===== src/rtl/fsm_stim_sched_pkg.sv =====
// Shared types and default sizing for the FSM stimulus scheduler.
package fsm_stim_pkg;

  localparam int unsigned DEF_NSEG  = 8;
  localparam int unsigned DEF_LEN_W = 8;
  localparam int unsigned DEF_CNT_W = 16;

  typedef enum logic [1:0] {S_IDLE, S_RUN, S_DONE} state_t;

  typedef struct packed {
    logic                 level;
    logic [DEF_LEN_W-1:0] len;
  } seg_t;

endpackage


===== src/rtl/fsm_stim_sched_if.sv =====
// Control, status and FSM-observation signals of the stimulus scheduler.
interface fsm_stim_sched_if #(
  parameter int unsigned NSEG  = 8,
  parameter int unsigned LEN_W = 8,
  parameter int unsigned CNT_W = 16
) ();
  localparam int unsigned AW = $clog2(NSEG);

  logic             cfg_we;
  logic [AW-1:0]    cfg_addr;
  logic             cfg_level;
  logic [LEN_W-1:0] cfg_len;
  logic [AW:0]      num_seg;
  logic             loop_en;
  logic             start;
  logic             abort;
  logic             y1;
  logic             y2;
  logic             x;
  logic             busy;
  logic             done;
  logic [AW-1:0]    seg_idx;
  logic [CNT_W-1:0] y1_cnt;
  logic [CNT_W-1:0] y2_cnt;

  modport master (
    output cfg_we, cfg_addr, cfg_level, cfg_len, num_seg, loop_en, start, abort, y1, y2,
    input  x, busy, done, seg_idx, y1_cnt, y2_cnt
  );

  modport slave (
    input  cfg_we, cfg_addr, cfg_level, cfg_len, num_seg, loop_en, start, abort, y1, y2,
    output x, busy, done, seg_idx, y1_cnt, y2_cnt
  );
endinterface


===== src/rtl/fsm_stim_sched_edge_counter.sv =====
// Registered rising-edge detector feeding a saturating counter with clear/enable.
module edge_counter #(
  parameter int unsigned CNT_W = 16
) (
  input  logic             clk,
  input  logic             rst_n,
  input  logic             clr_i,
  input  logic             en_i,
  input  logic             d_i,
  output logic [CNT_W-1:0] cnt_o
);
  logic             samp_q, prev_q;
  logic [CNT_W-1:0] cnt_q, cnt_d;

  always_comb begin
    cnt_d = cnt_q;
    if (clr_i) begin
      cnt_d = '0;
    end else if (en_i && samp_q && !prev_q && (cnt_q != '1)) begin
      cnt_d = cnt_q + CNT_W'(1);
    end
  end

  // On clear the history is seeded with the live input so a level already high does not count
  always_ff @(posedge clk or negedge rst_n) begin
    if (!rst_n) begin
      samp_q <= 1'b0;
      prev_q <= 1'b0;
      cnt_q  <= '0;
    end else begin
      samp_q <= d_i;
      prev_q <= clr_i ? d_i : samp_q;
      cnt_q  <= cnt_d;
    end
  end

  assign cnt_o = cnt_q;
endmodule


===== src/rtl/fsm_stim_sched.sv =====
// Table-driven (level, duration) sequencer for the FSM serial input x, with y1/y2 edge counting.
module fsm_stim_sched
  import fsm_stim_pkg::*;
#(
  parameter int unsigned NSEG  = DEF_NSEG,
  parameter int unsigned LEN_W = DEF_LEN_W,
  parameter int unsigned CNT_W = DEF_CNT_W
) (
  input logic             clock,
  input logic             reset_n,
  fsm_stim_sched_if.slave bus
);
  localparam int unsigned AW = $clog2(NSEG);
  localparam int unsigned NW = AW + 1;

  typedef struct packed {
    logic             level;
    logic [LEN_W-1:0] len;
  } entry_t;

  entry_t           tbl_q [NSEG];
  state_t           state_q, state_d;
  logic             x_q, x_d;
  logic [AW-1:0]    seg_q, seg_d, seg_nxt;
  logic [LEN_W-1:0] cnt_q, cnt_d;
  logic [NW-1:0]    nseg_q, nseg_d;
  logic             loop_q, loop_d;
  logic             done_q;
  logic             start_ok, last_seg, run_clr, run_en;

  function automatic logic [LEN_W-1:0] eff_len(input logic [LEN_W-1:0] len);
    return (len == '0) ? LEN_W'(1) : len;
  endfunction

  assign start_ok = bus.start && (bus.num_seg != '0) && (bus.num_seg <= NW'(NSEG));
  assign last_seg = ({1'b0, seg_q} == (nseg_q - NW'(1)));
  assign seg_nxt  = last_seg ? '0 : seg_q + AW'(1);
  assign run_en   = (state_q == S_RUN);

  always_comb begin
    state_d = state_q;
    x_d     = x_q;
    seg_d   = seg_q;
    cnt_d   = cnt_q;
    nseg_d  = nseg_q;
    loop_d  = loop_q;
    run_clr = 1'b0;
    unique case (state_q)
      S_IDLE: begin
        if (start_ok) begin
          run_clr = 1'b1;
          nseg_d  = bus.num_seg;
          loop_d  = bus.loop_en;
          seg_d   = '0;
          cnt_d   = eff_len(tbl_q[0].len);
          x_d     = tbl_q[0].level;
          state_d = S_RUN;
        end
      end
      S_RUN: begin
        // Abort wins over the segment-end advance; the down-counter reaching 1 marks the last cycle
        if (bus.abort) begin
          state_d = S_IDLE;
          x_d     = 1'b0;
        end else if (cnt_q == LEN_W'(1)) begin
          if (last_seg && !loop_q) begin
            state_d = S_DONE;
            x_d     = 1'b0;
          end else begin
            seg_d = seg_nxt;
            cnt_d = eff_len(tbl_q[seg_nxt].len);
            x_d   = tbl_q[seg_nxt].level;
          end
        end else begin
          cnt_d = cnt_q - LEN_W'(1);
        end
      end
      S_DONE:  state_d = S_IDLE;
      default: state_d = S_IDLE;
    endcase
  end

  always_ff @(posedge clock or negedge reset_n) begin
    if (!reset_n) begin
      state_q <= S_IDLE;
      x_q     <= 1'b0;
      seg_q   <= '0;
      cnt_q   <= '0;
      nseg_q  <= '0;
      loop_q  <= 1'b0;
      done_q  <= 1'b0;
    end else begin
      state_q <= state_d;
      x_q     <= x_d;
      seg_q   <= seg_d;
      cnt_q   <= cnt_d;
      nseg_q  <= nseg_d;
      loop_q  <= loop_d;
      done_q  <= (state_q == S_DONE);
    end
  end

  always_ff @(posedge clock) begin
    if (bus.cfg_we && (state_q == S_IDLE)) begin
      tbl_q[bus.cfg_addr] <= {bus.cfg_level, bus.cfg_len};
    end
  end

  edge_counter #(.CNT_W(CNT_W)) u_y1_cnt (
    .clk   (clock),
    .rst_n (reset_n),
    .clr_i (run_clr),
    .en_i  (run_en),
    .d_i   (bus.y1),
    .cnt_o (bus.y1_cnt)
  );

  edge_counter #(.CNT_W(CNT_W)) u_y2_cnt (
    .clk   (clock),
    .rst_n (reset_n),
    .clr_i (run_clr),
    .en_i  (run_en),
    .d_i   (bus.y2),
    .cnt_o (bus.y2_cnt)
  );

  assign bus.x       = x_q;
  assign bus.busy    = run_en;
  assign bus.done    = done_q;
  assign bus.seg_idx = seg_q;
endmodule


===== src/flat_wrapper.sv =====
// flat-port wrapper written by rule: the top's interface ports become plain ports
module fsm_stim_sched_flat import fsm_stim_pkg::*;
#(
  parameter int unsigned NSEG  = DEF_NSEG,
  parameter int unsigned LEN_W = DEF_LEN_W,
  parameter int unsigned CNT_W = DEF_CNT_W
)
  (clock, reset_n, bus_cfg_we, bus_cfg_addr, bus_cfg_level, bus_cfg_len, bus_num_seg, bus_loop_en, bus_start, bus_abort, bus_y1, bus_y2, bus_x, bus_busy, bus_done, bus_seg_idx, bus_y1_cnt, bus_y2_cnt);
  fsm_stim_sched_if #(.NSEG(NSEG), .LEN_W(LEN_W), .CNT_W(CNT_W)) bus_i ();
  input logic clock;
  input logic reset_n;
  input wire logic [$bits(bus_i.cfg_we)-1:0] bus_cfg_we;
  input wire logic [$bits(bus_i.cfg_addr)-1:0] bus_cfg_addr;
  input wire logic [$bits(bus_i.cfg_level)-1:0] bus_cfg_level;
  input wire logic [$bits(bus_i.cfg_len)-1:0] bus_cfg_len;
  input wire logic [$bits(bus_i.num_seg)-1:0] bus_num_seg;
  input wire logic [$bits(bus_i.loop_en)-1:0] bus_loop_en;
  input wire logic [$bits(bus_i.start)-1:0] bus_start;
  input wire logic [$bits(bus_i.abort)-1:0] bus_abort;
  input wire logic [$bits(bus_i.y1)-1:0] bus_y1;
  input wire logic [$bits(bus_i.y2)-1:0] bus_y2;
  output wire logic [$bits(bus_i.x)-1:0] bus_x;
  output wire logic [$bits(bus_i.busy)-1:0] bus_busy;
  output wire logic [$bits(bus_i.done)-1:0] bus_done;
  output wire logic [$bits(bus_i.seg_idx)-1:0] bus_seg_idx;
  output wire logic [$bits(bus_i.y1_cnt)-1:0] bus_y1_cnt;
  output wire logic [$bits(bus_i.y2_cnt)-1:0] bus_y2_cnt;
  assign bus_i.cfg_we = bus_cfg_we;
  assign bus_i.cfg_addr = bus_cfg_addr;
  assign bus_i.cfg_level = bus_cfg_level;
  assign bus_i.cfg_len = bus_cfg_len;
  assign bus_i.num_seg = bus_num_seg;
  assign bus_i.loop_en = bus_loop_en;
  assign bus_i.start = bus_start;
  assign bus_i.abort = bus_abort;
  assign bus_i.y1 = bus_y1;
  assign bus_i.y2 = bus_y2;
  assign bus_x = bus_i.x;
  assign bus_busy = bus_i.busy;
  assign bus_done = bus_i.done;
  assign bus_seg_idx = bus_i.seg_idx;
  assign bus_y1_cnt = bus_i.y1_cnt;
  assign bus_y2_cnt = bus_i.y2_cnt;
  fsm_stim_sched #(.NSEG(NSEG), .LEN_W(LEN_W), .CNT_W(CNT_W)) u_core (.clock(clock), .reset_n(reset_n), .bus(bus_i));
endmodule

===== config.mk =====
export PLATFORM = sky130hd
export DESIGN_NAME = fsm_stim_sched_flat
export DESIGN_NICKNAME = d
export VERILOG_FILES = /design/src/rtl/fsm_stim_sched_pkg.sv /design/src/rtl/fsm_stim_sched_if.sv /design/src/rtl/fsm_stim_sched_edge_counter.sv /design/src/rtl/fsm_stim_sched.sv /design/src/flat_wrapper.sv
export SDC_FILE = /design/constraint.sdc
export NUM_CORES = 1
export LEC_CHECK = 0
export CORE_ASPECT_RATIO = 1.2
export CORE_MARGIN = 2
export CORE_UTILIZATION = 32
export DETAILED_ROUTE_END_ITERATION = 8
export PLACE_DENSITY_LB_ADDON = 0.2
export SLEW_MARGIN = 40
export SYNTH_ARGS = -nofsm -noshare
export SYNTH_HDL_FRONTEND = slang
export SYNTH_SLANG_ARGS = --single-unit

===== constraint.sdc =====
create_clock -name clock -period 3.22 [get_ports clock]
set_input_delay 0.966 -clock clock [delete_from_list [all_inputs] [get_ports clock]]
set_output_delay 0.966 -clock clock [all_outputs]
set_load 0.03 [all_outputs]

Yosys cells after proc, flatten, opt, wreduce, memory -nomap -nowiden
Memories as Yosys holds them, arrays and structs flattened.
Index checks and enable logic that the tools add are counted.
{ "classes": {"n_addsub": 5, "order_cmp": 1, "eq_ne": 13, "mux": 33, "n_reduce_logical": 25} }
{ "op_table": {"columns": ["op", "count"], "rows": [
  ["two-way mux 16 bit", 4],
  ["two-way mux 8 bit", 6],
  ["adder 16 x 1 -> 16 bit, second input constant", 2],
  ["inequality test 16 bit, second input constant", 2],
  ["zero test 8 bit", 2],
  ["case mux 8 bit (2 select lines)", 1],
  ["two-way mux 3 bit", 5],
  ["logical AND 1 bit", 10],
  ["two-way mux 1 bit", 10],
  ["equality test 8 x 1 -> 1 bit, second input constant", 1],
  ["two-way mux 2 bit", 4],
  ["subtractor 8 x 1 -> 8 bit, second input constant", 1],
  ["inequality test 3 x 2 -> 1 bit, second input constant", 2],
  ["case mux 3 bit (2 select lines)", 1],
  ["AND reduction 3 bit", 2],
  ["nonzero test 2 bit", 3],
  ["AND reduction 5 bit", 1],
  ["equality test 3 x 4 -> 1 bit", 1],
  ["<= comparator 4 bit, second input constant", 1],
  ["inequality test 2 x 1 -> 1 bit, second input constant", 2],
  ["inequality test 2 bit, second input constant", 2],
  ["case mux 2 bit (2 select lines)", 1],
  ["AND reduction 4 bit", 1],
  ["nonzero test 4 bit", 1],
  ["other kinds (9)", 11]
]} }
{ "word_totals": {"ff_bits": 56, "ramBits": 72, "word_cells": 91, "memories": 1} }
{ "memory_table": {"columns": ["memory", "words", "word_bits", "rd", "rd_clocked_by_memory_dff", "wr", "line", "rtl"], "rows": [
  ["u_core.tbl_q", 8, 9, 2, 0, 1, "fsm_stim_sched.sv:21", "entry_t tbl_q [NSEG];"]
]} }

Longest topological paths before layout
An unclocked memory read counts as a cell.
{ "depth": {"word_depth": 10, "mapped_depth": 11} }

By module
Synthesis repeated with hierarchy kept, for this count alone.
{ "unflattened": {"hier_cells": 510, "hier_area_um2": 6115.9} }
{ "modules_own_cells": {"columns": ["module", "n_inst", "cells_each", "area_per_inst_um2"], "rows": [
  ["fsm_stim_sched", 1, 318, 4211.5],
  ["edge_counter", 2, 96, 952.2]
]} }

Worst setup path after synthesis
Ideal clock, no wire load.
{ "synth_path": {"path_kind": "in2reg", "startpoint": "input port bus_num_seg[1]", "endpoint": "register u_core.cnt_q[0]", "arrival_ns": 2.482, "t_required_ns": 3.091, "setup_slack_ns": 0.609, "path_stages": 8, "path_cell_list": "nor3_1 -> xnor2_1 -> and3_1 -> clkbuf_1 -> o32ai_1 -> inv_2 -> o211ai_1 -> o41a_1"} }
{ "synth_via": {"elab_chain_len": 5} }
{ "synth_lines": {"columns": ["element", "line", "rtl"], "rows": [
  ["start, declared", "flat_wrapper.sv:16", "input wire logic [$bits(bus_i.num_seg)-1:0] bus_num_seg;"],
  ["parallel branches: the longest is 2 deep, another holds <= comparator 4 bit", null, null],
  ["logical AND 1 bit *", "fsm_stim_sched.sv:35", "assign start_ok = bus.start && (bus.num_seg != '0) && (bus.num_seg <= NW'(NSEG));"],
  ["inequality test 2 x 1 -> 1 bit (no source line) *", null, null],
  ["AND reduction 4 bit (no source line) *", null, null],
  ["end signal, assigned", "fsm_stim_sched.sv:96", "cnt_q <= cnt_d;"],
  ["end, declared", "fsm_stim_sched.sv:25", "logic [LEN_W-1:0] cnt_q, cnt_d;"]
]} }
Mark *: on every way between the ends.
A chain may end at the register's enable or synchronous reset.

Final worst setup path
{ "layout_path": {"startpoint": "register u_core.seg_q[0], in the netlist u_core.bus.seg_idx[0]", "endpoint": "output port bus_seg_idx[0]"} }
{ "layout_lines": {"columns": ["element", "line", "rtl"], "rows": [
  ["start, declared", "fsm_stim_sched.sv:24", "logic [AW-1:0] seg_q, seg_d, seg_nxt;"],
  ["start signal, assigned", "fsm_stim_sched.sv:95", "seg_q <= seg_d;"],
  ["end, declared", "flat_wrapper.sv:25", "output wire logic [$bits(bus_i.seg_idx)-1:0] bus_seg_idx;"]
]} }
No word-level cell between the ends.

==> impl_metrics.json <==
{
  "critPathBufInv": 2,
  "path_cells": "buf_4, clkdlybuf4s50_1",
  "place_ws_ns": 0.272,
  "hold_viol": 0,
  "yosys_warnings": 0,
  "cts_tree": "done",
  "cts_sinks": 128,
  "start_util": 0.328,
  "post-route-min-period_ns": 2.88,
  "fillerInstances": 1718,
  "grt-ovfl-total": 0,
  "die_y_um": 154,
  "core_sq_um": 18300,
  "clock_latency_ns": 0.43,
  "ir_worst_vdd_uv": 400,
  "dr.pass1.iters": 5,
  "cpLargestDelayFamily": "buffers and inverters",
  "power.density_nw_per_um2": 587,
  "cts_buffer_depth": 2,
  "dr_wl_met2_mm": 7.05,
  "vias_per_cell": 4.96,
  "vias": 4234,
  "die_area_sq_um": 19900,
  "finalClockSkew_ns": 0.0110,
  "drc": 0,
  "synth_top_area_frac": 0.360,
  "critPathLaunchType": "flop",
  "synthArstFlopShare": 0.438,
  "dp.cells": 822,
  "syn-mean-instance-area_sq_um": 11.8,
  "wl_met3_um": 623,
  "setup_viol": 0,
  "postRouteAntennaNets": 0,
  "finalWirelength_mm": 14.3,
  "crit_fanout": 35,
  "seq_area_sq_um": 3560,
  "rsz0062_at_grt": "false",
  "area_growth_pct": 25.5,
  "antenna_cells": 0,
  "io_pins": 62,
  "multi_input_area_sq_um": 2290,
  "status": "complete, no violations",
  "ctsHtreeMaxLevel": 4,
  "grt.total_usage": 0.151,
  "yosysSeqAreaShare": 0.593,
  "nets": 619,
  "first_global_vias": 4291,
  "gp_congestion": 0.856,
  "yosysUniqueCellTypes": 61,
  "cts_resized": 0,
  "max_stage_delay_ns": 0.75,
  "reg2reg_from": "u_core.nseg_q[0]",
  "grt_pass1_wl_mm": 23.0,
  "drt-met1-wl_mm": 6.35,
  "max_freq_ghz": 0.347,
  "hp-start": "u_core.u_y1_cnt.samp_q",
  "fin_setup_tns_ns": 0,
  "grt_max_degree": 37,
  "routed.top_layer": "met4",
  "dp_hpwl_mm": 9.92,
  "yosysMostFrequentCell": "edfxtp_1",
  "netlist_area_sq_um": 6000,
  "crit_required_ns": 2.25,
  "clockRootBuffer": "clkbuf_16",
  "synth_nets": 540,
  "core.rowCount": 54,
  "drtIter0Drc": 300,
  "power_leakage_nw": 2.78,
  "cts.reportedPaths.clkPinSlew_ns": 0.06,
  "die_w_um": 129,
  "min_path_type": "flop to flop",
  "finish.instance_area_sq_um": 7540,
  "post_cts_buffers": 0,
  "synth.area.top_cells": "edfxtp_1 36%, dfrtp_1 23%, xor2_1 3.9%",
  "antenna_found_initial": 0,
  "layout.cells.non_filler": 853,
  "crit_path_top_delay_cell": "clkdlybuf4s50_1",
  "synth_ff_type": "edfxtp_1",
  "maxSlewHeadroom": 0.558,
  "fin_ws_ns": 0.340,
  "synthTopCellsByCount": "72 x edfxtp_1, 60 x nor2_1, 56 x dfrtp_1, 34 x nand2_1, 27 x xor2_1",
  "wl_per_cell_um": 16.8,
  "worstMarginPinSlew_ns": 0.659,
  "maxCapViolations": 0,
  "yosysTopAreaCell": "edfxtp_1",
  "ys_ff_latch": 128,
  "path_class": "flop to primary output",
  "portBuffers": 61,
  "cts_hold_repair.buffers": 0,
  "arrival_ns": 1.91,
  "synth_edf_count": 72,
  "slew_viol_final": 0,
  "drive_gt1_frac": 0.128,
  "crit_start": "u_core.bus.seg_idx[0]",
  "end_kind": "primary output",
  "cts_inserted_buffers": 17,
  "post_dp_cell_area_sq_um": 6980,
  "synthCells": 510,
  "fin_crit_sh": 0.894
}
==> area by class of cell <==
type | instances | area share
flip-flops and latches | 128 | 0.473
multi-input cells | 349 | 0.304
repair buffers | 83 | 0.102
clock buffers | 17 | 0.0564
well taps | 252 | 0.0418
clock inverters | 14 | 0.0176
inverters | 10 | 0.00498
==> registers in the layout, indices dropped and copies added (netlist names) <==
name and cells:
u_core.tbl_q 72, u_core.bus.x 1, u_core.u_y1_cnt.prev_q 1, u_core.u_y2_cnt.samp_q 1, u_core.u_y1_cnt.samp_q 1, u_core.state_q 2, u_core.u_y2_cnt.cnt_o 16, u_core.loop_q 1
u_core.u_y1_cnt.cnt_o 16, u_core.u_y2_cnt.prev_q 1, u_core.bus.done 1, u_core.cnt_q 8, u_core.nseg_q 4, u_core.bus.seg_idx 3
==> final timing paths <==
kind | endpoint | slack (ns) | cells after the start
worst max register to register | u_core.cnt_q[0] | 0.43 | 9
worst min-delay path | u_core.u_y1_cnt.prev_q | 0.50 | 1
min in group asynchronous | u_core.u_y2_cnt.cnt_o[2] | 0.55 | 1
worst max-delay path | bus_seg_idx[0] | 0.34 | 2
max in group asynchronous | u_core.u_y2_cnt.cnt_o[15] | 2.02 | 2
worst min register to register | u_core.u_y1_cnt.prev_q | 0.50 | 1
==> cell usage in the layout, fill, tap and decap left out, types with 5 or more instances in the layout <==
| cell type | count |
|---|---|
| nand2_1 | 34 |
| a211o_1 | 9 |
| clkbuf_16 | 17 |
| nor2_1 | 60 |
| nor3_1 | 12 |
| nand2b_1 | 11 |
| clkdlybuf4s50_1 | 60 |
| ha_1 | 6 |
| a21oi_1 | 25 |
| nor3b_1 | 6 |
| nand3_1 | 18 |
| mux2_2 | 8 |
| edfxtp_1 | 72 |
| inv_6 | 6 |
| o32ai_1 | 6 |
| dfrtp_1 | 56 |
| xnor2_1 | 11 |
| mux2i_1 | 13 |
| inv_1 | 8 |
| a211oi_1 | 5 |
| o21ai_0 | 25 |
| nand4_1 | 10 |
| buf_4 | 22 |
| xor2_1 | 27 |
==> cells by family (layout without fill, tap and decap cells) <==
logic type	after synthesis	after routing	share of synthesized area
buf+inv	33	124	0.0248
xor+xnor	38	38	0.0554
fa+ha+maj	6	6	0.0125
flops	128	128	0.593
simple gates	183	183	0.153
mux	24	24	0.0479
compound gates	98	98	0.113
==> through the flow <==
stage	power, W	hold slack [ns]	utilization
final	0.00442	0.500	0.412
after global routing	0.00462	0.524	0.412
after CTS	0.00447	0.507	0.412
after detailed placement	0.00263	0.497	0.381
after global placement	0.00261	0.486	0.381
after floorplan	0.00240	0.467	-
==> metal layers <==
metal  vias up  global-route usage
li1       2038                   -
met1      2066               0.184
met2       108               0.256
met3        22              0.0414
met4         0              0.0543
met5         -                   0
==> report_power, final <==
group          internal [W]  switching, W
clock network       0.00107      0.000764
registers           0.00184      0.000104
logic              0.000267      0.000385
total               0.00317       0.00125
Note: power is estimated with default switching activity, not from simulation.
